--- src/rtl/fetch_stage_if.sv ---
// Fetch-stage bus bundle: instruction ROM port, execute redirect and the IF/ID handshake.
// master = fetch stage, slave = surrounding core (ROM, execute, decode).
interface fetch_stage_if #(
    parameter int unsigned A_WIDTH = 32
);
    logic [A_WIDTH-1:0] imem_addr;
    logic [31:0]        imem_dout;
    logic               redirect_valid;
    logic [A_WIDTH-1:0] redirect_pc;
    logic               id_ready;
    logic               id_valid;
    logic [31:0]        id_instr;
    logic [A_WIDTH-1:0] id_pc;
    logic [A_WIDTH-1:0] id_pc_plus4;
    logic               id_fault;
    logic               halted;

    modport master (
        output imem_addr,
        input  imem_dout,
        input  redirect_valid,
        input  redirect_pc,
        input  id_ready,
        output id_valid,
        output id_instr,
        output id_pc,
        output id_pc_plus4,
        output id_fault,
        output halted
    );

    modport slave (
        input  imem_addr,
        output imem_dout,
        output redirect_valid,
        output redirect_pc,
        output id_ready,
        input  id_valid,
        input  id_instr,
        input  id_pc,
        input  id_pc_plus4,
        input  id_fault,
        input  halted
    );
endinterface

--- src/rtl/fetch_stage.sv ---
// RV32I instruction-fetch stage: owns the PC, reads the instruction ROM and fills the IF/ID
// register with a valid/ready handshake; halts after fetching from a misaligned/unmapped PC.
module fetch_stage #(
    parameter int unsigned        A_WIDTH  = 32,
    parameter logic [A_WIDTH-1:0] RESET_PC = A_WIDTH'(32'hBFC00000),
    parameter logic [A_WIDTH-1:0] ROM_BASE = A_WIDTH'(32'hBFC00000),
    parameter int unsigned        ROM_SIZE = 4096
) (
    input logic           clk,
    input logic           rst,
    fetch_stage_if.master fetch_io
);

    localparam logic [31:0] NopInstr = 32'h00000013;

    // One extra bit so the window bounds cannot wrap at the top of the address space.
    localparam logic [A_WIDTH:0] RomLo = {1'b0, ROM_BASE};
    localparam logic [A_WIDTH:0] RomHi = RomLo + (A_WIDTH + 1)'(ROM_SIZE) - (A_WIDTH + 1)'(4);

    typedef enum logic [0:0] {
        StRun,
        StHalt
    } state_e;

    state_e             state_q, state_d;
    logic [A_WIDTH-1:0] pc_q, pc_d;
    logic               id_valid_q, id_valid_d;
    logic [31:0]        id_instr_q, id_instr_d;
    logic [A_WIDTH-1:0] id_pc_q, id_pc_d;
    logic [A_WIDTH-1:0] id_pc_plus4_q, id_pc_plus4_d;
    logic               id_fault_q, id_fault_d;

    logic [A_WIDTH:0]   pc_ext;
    logic [A_WIDTH-1:0] pc_plus4;
    logic               fault;
    logic               fire;

    assign pc_ext   = {1'b0, pc_q};
    assign pc_plus4 = pc_q + A_WIDTH'(4);
    assign fault    = (pc_q[1:0] != 2'b00) || (pc_ext < RomLo) || (pc_ext > RomHi);
    assign fire     = (state_q == StRun) && !fetch_io.redirect_valid &&
                      (!id_valid_q || fetch_io.id_ready);

    always_comb begin
        state_d       = state_q;
        pc_d          = pc_q;
        id_valid_d    = id_valid_q;
        id_instr_d    = id_instr_q;
        id_pc_d       = id_pc_q;
        id_pc_plus4_d = id_pc_plus4_q;
        id_fault_d    = id_fault_q;

        if (fetch_io.redirect_valid) begin
            // Flush: any instruction still waiting for decode is dropped.
            pc_d       = fetch_io.redirect_pc;
            id_valid_d = 1'b0;
            state_d    = StRun;
        end else if (fire) begin
            id_valid_d    = 1'b1;
            id_pc_d       = pc_q;
            id_pc_plus4_d = pc_plus4;
            if (fault) begin
                id_instr_d = NopInstr;
                id_fault_d = 1'b1;
                state_d    = StHalt;
            end else begin
                id_instr_d = fetch_io.imem_dout;
                id_fault_d = 1'b0;
                pc_d       = pc_plus4;
            end
        end else if ((state_q == StHalt) && id_valid_q && fetch_io.id_ready) begin
            id_valid_d = 1'b0;
        end
    end

    always_ff @(posedge clk) begin
        if (rst) begin
            state_q       <= StRun;
            pc_q          <= RESET_PC;
            id_valid_q    <= 1'b0;
            id_instr_q    <= NopInstr;
            id_pc_q       <= '0;
            id_pc_plus4_q <= '0;
            id_fault_q    <= 1'b0;
        end else begin
            state_q       <= state_d;
            pc_q          <= pc_d;
            id_valid_q    <= id_valid_d;
            id_instr_q    <= id_instr_d;
            id_pc_q       <= id_pc_d;
            id_pc_plus4_q <= id_pc_plus4_d;
            id_fault_q    <= id_fault_d;
        end
    end

    assign fetch_io.imem_addr   = pc_q;
    assign fetch_io.id_valid    = id_valid_q;
    assign fetch_io.id_instr    = id_instr_q;
    assign fetch_io.id_pc       = id_pc_q;
    assign fetch_io.id_pc_plus4 = id_pc_plus4_q;
    assign fetch_io.id_fault    = id_fault_q;
    assign fetch_io.halted      = (state_q == StHalt);

endmodule

--- src/flat_wrapper.sv ---
// flat-port wrapper written by rule: the top's interface ports become plain ports
module fetch_stage_flat 
#(
    parameter int unsigned        A_WIDTH  = 32,
    parameter logic [A_WIDTH-1:0] RESET_PC = A_WIDTH'(32'hBFC00000),
    parameter logic [A_WIDTH-1:0] ROM_BASE = A_WIDTH'(32'hBFC00000),
    parameter int unsigned        ROM_SIZE = 4096
)
  (clk, rst, fetch_io_imem_addr, fetch_io_imem_dout, fetch_io_redirect_valid, fetch_io_redirect_pc, fetch_io_id_ready, fetch_io_id_valid, fetch_io_id_instr, fetch_io_id_pc, fetch_io_id_pc_plus4, fetch_io_id_fault, fetch_io_halted);
  fetch_stage_if #(.A_WIDTH(A_WIDTH)) fetch_io_i ();
  input logic clk;
  input logic rst;
  output wire logic [$bits(fetch_io_i.imem_addr)-1:0] fetch_io_imem_addr;
  input wire logic [$bits(fetch_io_i.imem_dout)-1:0] fetch_io_imem_dout;
  input wire logic [$bits(fetch_io_i.redirect_valid)-1:0] fetch_io_redirect_valid;
  input wire logic [$bits(fetch_io_i.redirect_pc)-1:0] fetch_io_redirect_pc;
  input wire logic [$bits(fetch_io_i.id_ready)-1:0] fetch_io_id_ready;
  output wire logic [$bits(fetch_io_i.id_valid)-1:0] fetch_io_id_valid;
  output wire logic [$bits(fetch_io_i.id_instr)-1:0] fetch_io_id_instr;
  output wire logic [$bits(fetch_io_i.id_pc)-1:0] fetch_io_id_pc;
  output wire logic [$bits(fetch_io_i.id_pc_plus4)-1:0] fetch_io_id_pc_plus4;
  output wire logic [$bits(fetch_io_i.id_fault)-1:0] fetch_io_id_fault;
  output wire logic [$bits(fetch_io_i.halted)-1:0] fetch_io_halted;
  assign fetch_io_imem_addr = fetch_io_i.imem_addr;
  assign fetch_io_i.imem_dout = fetch_io_imem_dout;
  assign fetch_io_i.redirect_valid = fetch_io_redirect_valid;
  assign fetch_io_i.redirect_pc = fetch_io_redirect_pc;
  assign fetch_io_i.id_ready = fetch_io_id_ready;
  assign fetch_io_id_valid = fetch_io_i.id_valid;
  assign fetch_io_id_instr = fetch_io_i.id_instr;
  assign fetch_io_id_pc = fetch_io_i.id_pc;
  assign fetch_io_id_pc_plus4 = fetch_io_i.id_pc_plus4;
  assign fetch_io_id_fault = fetch_io_i.id_fault;
  assign fetch_io_halted = fetch_io_i.halted;
  fetch_stage #(.A_WIDTH(A_WIDTH), .RESET_PC(RESET_PC), .ROM_BASE(ROM_BASE), .ROM_SIZE(ROM_SIZE)) u_core (.clk(clk), .rst(rst), .fetch_io(fetch_io_i));
endmodule
--- config.mk ---
export PLATFORM = sky130hd
export DESIGN_NAME = fetch_stage_flat
export DESIGN_NICKNAME = d
export VERILOG_FILES = /design/src/rtl/fetch_stage_if.sv /design/src/rtl/fetch_stage.sv /design/src/flat_wrapper.sv
export SDC_FILE = /design/constraint.sdc
export NUM_CORES = 1
export LEC_CHECK = 0
export BUFFER_PORTS_ARGS = -buffer_cell sky130_fd_sc_hd__buf_2
export CELL_PAD_IN_SITES_DETAIL_PLACEMENT = 0
export CELL_PAD_IN_SITES_GLOBAL_PLACEMENT = 2
export CORE_MARGIN = 3
export CORE_UTILIZATION = 25
export CTS_CLUSTER_DIAMETER = 50
export DETAILED_ROUTE_END_ITERATION = 16
export PLACE_DENSITY = 0.82
export SYNTH_ARGS = -nofsm -noshare
export SYNTH_HDL_FRONTEND = slang
export SYNTH_SLANG_ARGS = --single-unit
--- constraint.sdc ---
create_clock -name clk -period 3.95 [get_ports clk]
set_clock_uncertainty 0.2 [all_clocks]
set_input_delay 0.1975 -clock clk [delete_from_list [all_inputs] [get_ports clk]]
set_output_delay 0.1975 -clock clk [all_outputs]
set_load 0.02 [all_outputs]
==> metrics, run 1 <==
Core Area=19800 sq um; fin crit share=roughly two thirds; first-pass GRT wire length=28100 um; crit path buf inv count=2; ys flop type=dfxtp_1; Power Total=3.60 mW; Hold Vio Cnt, Final=0; DP HPWL=12400 um; Worst Max-Slew Pin Slew=0.957 ns; Hold Buf Count CTS=65; status=finished, final reports clean; Leak=3.32 nW; Worst setup startpoint=fetch_io_id_ready; synth warn=0; dpl cell area=around 6300 sq um; Startpoint Class=input port; total wire length=approximately 18000 um; Num CTS Buffers=17; Area growth, synth to finish=48.6%; CP endpoint kind=flop; clock-pin slew on the worst setup and hold paths=around 0.06 ns; Pre-antenna DRT Iters=4; clock buffer depth=2; most common cell after layout, fill and taps aside=buf_2; CTS tree=yes; share of cells above drive strength 1=28.8%; pre-CTS setup slack=1.30 ns; vias in the first global route=4942; fin. max-slew vios=0; CTS root buf=clkbuf_16; Rows=51; CP Data Arrival Time=2.81 ns; die width=149 um; Register-to-Register Path Depth=5; CP max FO=25; hold depth=2; commonest non-fill, non-tap cells in the layout=buf_2 (197), dfxtp_1 (129), nand2_1 (95); worst setup margin=1.28 ns; worst-path cell with the longest stage delay=or4_1; delay-heaviest family, CP=simple AND/OR/NAND/NOR gates; library cells used by synthesis=40; Mapped Nets=660; H-tree level count=4; WP data required=just over 4 ns; largest cells by area after synthesis=dfxtp_1 (50%), nand2_1 (7.0%), nor2_1 (6.3%), a22oi_1 (4.8%), mux2i_1 (4.3%); r2r setup slk=1.32 ns; Overflow after GRT=0; die area=22200 sq um; flops & latches, synth=129; peak supply drop=245 uV; Post-Route Utilization=38.5%; worst min path class=input port to flop; largest net degree at the start of global routing=68; Final ANT Viol Nets=0; FF-to-FF Start=u_core.fetch_io.id_valid$_SDFFE_PP0P_; unrepaired setup endpoints after global routing=no; DR WL/cell=roughly 16 um; initial antenna violation count=0; GPL Wtd Cong=0.743; vias per inst=about 4.5; initial core utilization=25.9%; Reg-to-Reg End=u_core.fetch_io.imem_addr[4]$_SDFFE_PP0P_; post-synth top area cell=dfxtp_1; post-CTS setup buffers=0; Total Neg Setup Slack=0 ns; max-capacitance violation count=0; Post-route DRC=0; post-synthesis sequential area ratio=50.5%; Final Net Count=902; pwr/cell area=474 nW/um^2; Total Routing Usage GR=16.2%; number of flops mapped to enable cells by yosys=0; Crit Path Category=input port to flop; clk sink count=129; Synth async-reset ratio=0%; worst path cell trace=dlygate4sd3_1, buf_2, nor2b_1, or3_2, or4_1, o31a_1, o22ai_1; relative slew slack=35.8%; post-route cell area=7610 sq um; diodes inserted=0; min Tclk post-route=about 2.7 ns; DRT iter0 DRCs=360; Max Clock Freq=375 MHz; post-cts sizing count=0; min-delay src=rst; Yosys top cell area share=50.5%; DIE HEIGHT=149 um; Final Setup Violations=0; syn_area_per_cell=8.66 sq um; mapped cell area=5120 sq um; Post-Synthesis Cells=591; Clock Latency Late Sink=0.42 ns; routed vias=4986; # IOs=199; Port-buffer cells=~200; Hold EP=u_core.fetch_io.id_instr[7]$_SDFFE_PP0P_; max incr delay on CP=0.77 ns
-- flip-flops by register name, summed over array words and instances, names as in the netlist --
| register | cells |
|---|---|
| u_core.fetch_io.id_instr | 32 |
| u_core.fetch_io.id_pc_plus4 | 32 |
| u_core.fetch_io.imem_addr | 32 |
| u_core.fetch_io.id_pc | 30 |
| u_core.fetch_io.halted | 1 |
| u_core.fetch_io.id_fault | 1 |
| u_core.fetch_io.id_valid | 1 |
-- synthesized netlist by cell type, types with 2 or more instances --
cell	instances
buf_1	2
nand4_1	8
dfxtp_1	129
mux2i_1	22
nor3_1	5
nand2b_1	4
nor4_1	4
a2bb2oi_1	4
a22oi_1	33
and3_1	3
nor4_2	2
o21a_1	2
nand2_1	95
a21oi_1	43
xnor2_1	7
clkbuf_1	33
or3_1	3
or4_1	2
buf_4	4
buf_2	9
nand3_1	18
o22ai_1	4
xor2_1	19
and4_1	3
inv_1	6
a211oi_1	27
nor2_1	86
nor2b_1	2
-- through the flow --
stage	hold WS (ns)	std cells
floorplan	0.120	591
global placement	0.209	1014
detailed placement	0.211	1014
CTS	0.107	1111
global route	0.123	1111
finish	0.111	1111
-- metal layers --
| layer | vias up | global-route usage, % | part of all wire [%] |
|---|---|---|---|
| met5 | - | 0 | 0 |
| met4 | 0 | 5.13 | 1.5 |
| met3 | 18 | 4.22 | 5.8 |
| met2 | 143 | 25.5 | 46 |
| met1 | 2286 | 21.8 | 47 |
| li1 | 2539 | - | - |
-- worst register-to-register path, cell delays in order, from the launching register on --
cell and delay [ns]:
dfxtp_1 0.31, nor2b_1 0.16, or3_2 0.69, or4_1 0.77
o31a_1 0.30, o22ai_1 0.13
-- worst max-delay path by stage --
stage                     slack [ns]  depth (start not counted)                                            to
final                           1.28                          7     u_core.fetch_io.imem_addr[4]$_SDFFE_PP0P_
after global routing            1.00                          6  u_core.fetch_io.id_pc_plus4[30]$_SDFFE_PP0P_
after CTS                       1.28                          7     u_core.fetch_io.imem_addr[4]$_SDFFE_PP0P_
after detailed placement        1.30                          5     u_core.fetch_io.imem_addr[4]$_SDFFE_PP0P_
after global placement          1.35                          5     u_core.fetch_io.imem_addr[4]$_SDFFE_PP0P_
after floorplan                 1.62                          6  u_core.fetch_io.id_pc_plus4[26]$_SDFFE_PP0P_
-- cells by family after synthesis --
family / after synthesis / synth area share, %
AOI/OAI and AO/OA: 121 / 15.7
xor gates and xnor gates: 26 / 4.45
adders and majority gates: 1 / 0.244
buffers and inverters: 55 / 4.69
DFF: 129 / 50.5
muxes: 22 / 4.30
and+or+nand+nor: 237 / 20.2
-- where the power goes --
group | internal [mW] | total, mW | switching (mW)
registers | 1.37 | 1.44 | 0.0711
clock network | 1.09 | 1.70 | 0.606
logic | 0.189 | 0.463 | 0.275
-- area by class of cell --
class | count | area (sq um)
Clock buffer | 20 | 457
Clock inverter | 12 | 180
Fill cell | 2062 | 12200
Inverter | 6 | 22.5
Multi-Input combinational cell | 407 | 2310
Sequential cell | 129 | 2580
Tap cell | 265 | 332
Timing Repair Buffer | 272 | 1720
Power figures use the tool's default switching activity.
==> run 2, diff against run 1 <==
- PLACE_DENSITY: 0.82 -> 0.85
- clock period: 3.95 -> 2.2 ns (I/O delays scaled with it)
==> metrics, run 2 (synthesis results as in run 1) <==
status=complete, but fails checks; failing checks=negative setup slack; Post-Route Utilization=40.8% (+2.4 points); Max Clock Freq=454 MHz; Total Routing Usage GR=16.5% (+0.33 points); Final Setup Violations=1 (+1); clock-pin slew on the worst setup and hold paths=0.06 ns (about the same); wl on met1=8480 um (+1.6%); Post-route DRC=0 (unchanged); CP Data Arrival Time=2.35 ns (-0.46 ns); Placed Instances=1062 (+4.7%); GPL Wtd Cong=0.799 (+7.5%); vias in the first global route=5253 (+6.3%); share of cells above drive strength 1=35.0% (+6.1 points); post-route cell area=8080 sq um (+6.2%); Leak=3.60 nW (+8.5%); Crit Path Category=flop to flop; Hold Vio Cnt, Final=0 (unchanged); initial core utilization=25.9% (unchanged); Non-Filler Instances=1170 (+5.3%); Core Area=19800 sq um (unchanged); worst min path class=input port to flop; die area=22200 sq um (unchanged); fin crit share=100%; Startpoint Class=flop; Worst Max-Slew Pin Slew=0.678 ns (-0.279 ns); minimum hold slack=0.109 ns (-0.00217 ns); unrepaired setup endpoints after global routing=yes; largest net degree at the start of global routing=92 (+35%); Pre-antenna DRT Iters=5 (+1); CTS root buf=clkbuf_16; # IOs=199 (unchanged); max-capacitance violation count=0 (unchanged); DIE HEIGHT=149 um (unchanged); CTS tree=yes; dpl cell area=6730 sq um (+6.5%); total wire length=18300 um (+2.8%); DR WL/cell=15.7 um (-2.4%); WP data required=2.34 ns (-1.75 ns); initial antenna violation count=1 (+1); Clock Latency Late Sink=0.42 ns (about the same); fin. max-slew vios=0 (unchanged); Num CTS Buffers=17 (unchanged); CP endpoint kind=flop; clk sink count=129 (unchanged); H-tree level count=4 (unchanged); most common cell after layout, fill and taps aside=buf_2; first-pass GRT wire length=28800 um (+2.5%); die width=149 um (unchanged); top layer in use=met4; DRT iter0 DRCs=347 (-3.6%); Rows=51 (unchanged); vias per inst=4.53 (+0.99%); commonest non-fill, non-tap cells in the layout=buf_2 (197), dfxtp_1 (117), nand2_1 (93); relative slew slack=54.6% (+19 points); clock buffer depth=2 (unchanged); DP HPWL=12900 um (+4.0%); worst setup margin=-0.00457 ns (-1.29 ns); peak supply drop=629 uV (+160%); pwr/cell area=752 nW/um^2 (+59%); Overflow after GRT=0 (unchanged); CP max FO=3 (-88%); Final ANT Viol Nets=0 (unchanged); min Tclk post-route=approximately 2.2 ns; Final Net Count=962 (+6.7%); routed vias=5303 (+6.4%); routed length on met2=8290 um (+1.4%); Area growth, synth to finish=57.9%; routed wl met3=1110 um (+7.4%); Port-buffer cells=198 (unchanged)
[run 2: worst max-delay path, cell delays in order, from the launching register on]
cell and delay, ns:
dfxtp_2 0.33, nor4_4 0.25, nand4_1 0.21, buf_4 0.19, or4_4 0.53, o31a_1 0.30, o22ai_1 0.13
[run 2: routing by layer]
metal,up-vias,GRT usage (%)
li1,2647,-
met1,2464,22.0
met2,164,25.3
met3,28,4.59
met4,0,6.91
met5,-,0
[run 2: worst paths after layout]
| check | from | to | slack (ns) | cells after the start |
|---|---|---|---|---|
| worst max-delay path | u_core.fetch_io.imem_addr[21]$_SDFFE_PP0P_ | u_core.fetch_io.imem_addr[4]$_SDFFE_PP0P_ | -0.005 | 6 |
| worst min-delay path | fetch_io_redirect_valid | u_core.fetch_io.imem_addr[2]$_SDFFE_PP0P_ | 0.11 | 4 |
| worst max register to register | u_core.fetch_io.imem_addr[21]$_SDFFE_PP0P_ | u_core.fetch_io.imem_addr[4]$_SDFFE_PP0P_ | -0.005 | 6 |
| worst min register to register | u_core.fetch_io.id_pc[30]$_SDFFE_PP0P_ | u_core.fetch_io.id_pc[30]$_SDFFE_PP0P_ | 0.25 | 2 |
[run 2: what timing repair did]
| item | in CTS | in global routing |
|---|---|---|
| buffers inserted | 2 | 5 |
| gates resized for setup | 1 | 11 |
| endpoints found under the setup margin | 25 | 51 |
| hold endpoints to repair | 72 | 0 |
| pin swaps | 1 | 7 |
| hold buffers | 70 | 0 |
[run 2: cell type report]
class / instances / area [sq um]
diodes: 1 / 2.50
clock buffers: 26 / 499
clock inverters: 4 / 27.5
fillers: 2051 / 11700
inverters: 6 / 22.5
multi-input cells: 407 / 2370
flip-flops and latches: 129 / 2600
well taps: 265 / 332
repair buffers: 332 / 2220
[run 2: power by group]
| group | internal (mW) | total, mW | switching [mW] | leakage, nW |
|---|---|---|---|---|
| Clock | 1.54 | 2.56 | 1.01 | 0.249 |
| Combinational | 0.413 | 0.981 | 0.568 | 2.29 |
| Sequential | 2.46 | 2.54 | 0.0745 | 1.06 |
| Total | 4.42 | 6.07 | 1.65 | 3.60 |
[run 2: through the flow]
step                      power, mW  setup WS (ns)  TNS [ns]
after floorplan                3.08        0.00295         0
after global placement         3.44         0.0303         0
after detailed placement       3.45        -0.0451    -0.445
after CTS                      6.14       0.000750         0
after global routing           6.37         -0.140     -2.76
final                          6.07       -0.00457  -0.00457
==> run 3, diff against run 2 <==
- CORE_ASPECT_RATIO: default -> 0.9
==> metrics, run 3 (synthesis results as in run 1) <==
CP max FO=3 (unchanged); pre-CTS setup slack=0.0170 ns (+0.0621 ns); Total Neg Setup Slack=0 ns (+0.00457 ns); Overflow after GRT=0 (unchanged); total wire length=17900 um (-2.2%); max incr delay on CP=0.44 ns (-0.09 ns); CP endpoint kind=flop; worst min path class=input port to flop; Crit Path Category=flop to flop; peak supply drop=474 uV (-25%); area of the multi-input gates=2370 sq um (-0.26%); Hold Vio Cnt, Final=0 (unchanged); largest net degree at the start of global routing=67 (-27%); Clock Latency Late Sink=0.42 ns (about the same); pwr/cell area=783 nW/um^2 (+4.2%); relative slew slack=50.4% (-4.2 points); fillers=2027 (-1.2%); Register-to-Register Path Depth=7 (+1); status=finished, final reports clean; first-pass GRT wire length=28100 um (-2.2%); Power Total=6.27 mW (+3.2%); min Tclk post-route=2.11 ns (-0.0932 ns); CTS tree=yes; fin. max-slew vios=0 (unchanged); DP HPWL=12700 um (-0.96%); vias per inst=4.49 (-0.84%); register area=2600 sq um (about the same); Post-Route Utilization=39.9% (-0.92 points); share of cells above drive strength 1=34.6% (-0.39 points); DIE HEIGHT=142 um (-4.9%); Worst Max-Slew Pin Slew=0.744 ns (+0.0656 ns); worst setup margin=0.0886 ns (+0.0932 ns); Hold EP=u_core.fetch_io.imem_addr[14]$_SDFFE_PP0P_; die width=157 um (+5.2%); FF-to-FF Start=u_core.fetch_io.imem_addr[12]$_SDFFE_PP0P_; minimum hold slack=0.0777 ns (-0.0312 ns); commonest non-fill, non-tap cells in the layout=buf_2 (197), dfxtp_1 (118), nand2_1 (95); worst-path cell with the longest stage delay=nor4_1; clock-pin slew on the worst setup and hold paths=0.06 ns (about the same); fin crit share=96.0% (-4.2 points); vias in the first global route=5151 (-1.9%); routed vias=5164 (-2.6%); CP Data Arrival Time=2.26 ns (-0.09 ns); CTS root buf=clkbuf_16; H-tree level count=4 (unchanged); initial core utilization=25.5% (-0.34 points); Leak=3.58 nW (-0.53%); # IOs=199 (unchanged); Reg-to-Reg End=u_core.fetch_io.imem_addr[11]$_SDFFE_PP0P_; WP data required=2.35 ns (about the same); worst path cell trace=nor4b_1, nand4_1, buf_4, nor4_1, buf_4, nand3_1, a31oi_1; Pre-antenna DRT Iters=4 (-1); max-capacitance violation count=0 (unchanged); most common cell after layout, fill and taps aside=buf_2; min-delay src=fetch_io_redirect_valid; Final ANT Viol Nets=0 (unchanged); Post-route DRC=0 (unchanged); die area=22200 sq um (about the same); Num CTS Buffers=17 (unchanged); unrepaired setup endpoints after global routing=yes; Total Routing Usage GR=16.1% (-0.39 points); GPL Wtd Cong=0.798 (-0.14%); Area growth, synth to finish=56.4%; diodes inserted=0 (-1); Core Area=20000 sq um (+1.3%); Startpoint Class=flop; clock buffer depth=2 (unchanged); clk sink count=129 (unchanged); Final Setup Violations=0 (-1); DR WL/cell=15.6 um (-0.39%); hold depth=4 (unchanged); Max Clock Freq=474 MHz (+4.4%); Rows=49 (-3.9%); Port-buffer cells=198 (unchanged); initial antenna violation count=0 (-1); r2r setup slk=0.09 ns (+0.09 ns); DRT iter0 DRCs=315 (-9.2%); most frequent CP cell=buf_4; Final Net Count=951 (-1.1%)
==> run 3: cell types whose count changed in the layout (fill, tap and decap cells not counted), sizes merged <==
cell and delta:
dlygate4sd3 -4, buf -8, diode -1, clkinv +5, clkbuf -5, bufinv +2
==> run 3: repair_timing <==
item / 4_1_cts / 5_1_grt
hold buffers: 66 / 0
pin swaps: 0 / 3
gates resized for setup: 1 / 13
buffers inserted: 0 / 1
hold endpoints to repair: 85 / 0
gates cloned: 0 / 1
endpoints found under the setup margin: 4 / 46
==> run 3: worst max-delay path: cells and delay by family, from the launching register on <==
kind | cells | cell delay (ns)
flops | 1 | 0.32
compound gates | 1 | 0.15
buf+inv | 2 | 0.39
simple gates | 4 | 0.98
==> run 3: area by class of cell <==
class | instances | area share, %
clock buffer | 20 | 5.83
clock inverter | 11 | 1.41
inverter | 6 | 0.281
multi-input combinational | 407 | 29.6
sequential | 129 | 32.5
tap | 255 | 3.99
timing repair buffer | 321 | 26.5
==> run 3: worst max-delay path by stage <==
stage | from | end | slack (ns) | cells after the start
after floorplan | u_core.fetch_io.imem_addr[8]$_SDFFE_PP0P_ | u_core.fetch_io.id_pc_plus4[19]$_SDFFE_PP0P_ | 0.003 | 4
after global placement | u_core.fetch_io.id_valid$_SDFFE_PP0P_ | u_core.fetch_io.imem_addr[5]$_SDFFE_PP0P_ | 0.04 | 5
after detailed placement | u_core.fetch_io.id_valid$_SDFFE_PP0P_ | u_core.fetch_io.imem_addr[5]$_SDFFE_PP0P_ | 0.02 | 5
after CTS | u_core.fetch_io.imem_addr[1]$_SDFFE_PP0P_ | u_core.fetch_io.id_instr[31]$_SDFFE_PP0P_ | 0.04 | 7
after global routing | u_core.fetch_io.imem_addr[19]$_SDFFE_PP0P_ | u_core.fetch_io.id_instr[17]$_SDFFE_PP0P_ | -0.008 | 8
final | u_core.fetch_io.imem_addr[12]$_SDFFE_PP0P_ | u_core.fetch_io.imem_addr[11]$_SDFFE_PP0P_ | 0.09 | 7
==> run 3: routing by layer <==
layer  wire [um]  GRT usage [%]  vias to the layer above
li1            -              -                     2624
met1        8660           22.0                     2386
met2        7950           24.7                      137
met3        1110           5.31                       17
met4         201           4.01                        0
met5           0              0                        -
==> run 3: through the flow <==
stage | std cells | area [sq um]
final | 1149 | 8000
after CTS | 1147 | 7940
after global placement | 1050 | 6700
after detailed placement | 1050 | 6700
after global routing | 1149 | 8000
after floorplan | 591 | 5170
==> run 3: power by group <==
group / internal (mW) / switching, mW / leakage [nW]
logic: 0.397 / 0.561 / 2.24
registers: 2.46 / 0.0746 / 1.06
clock network: 1.74 / 1.04 / 0.283
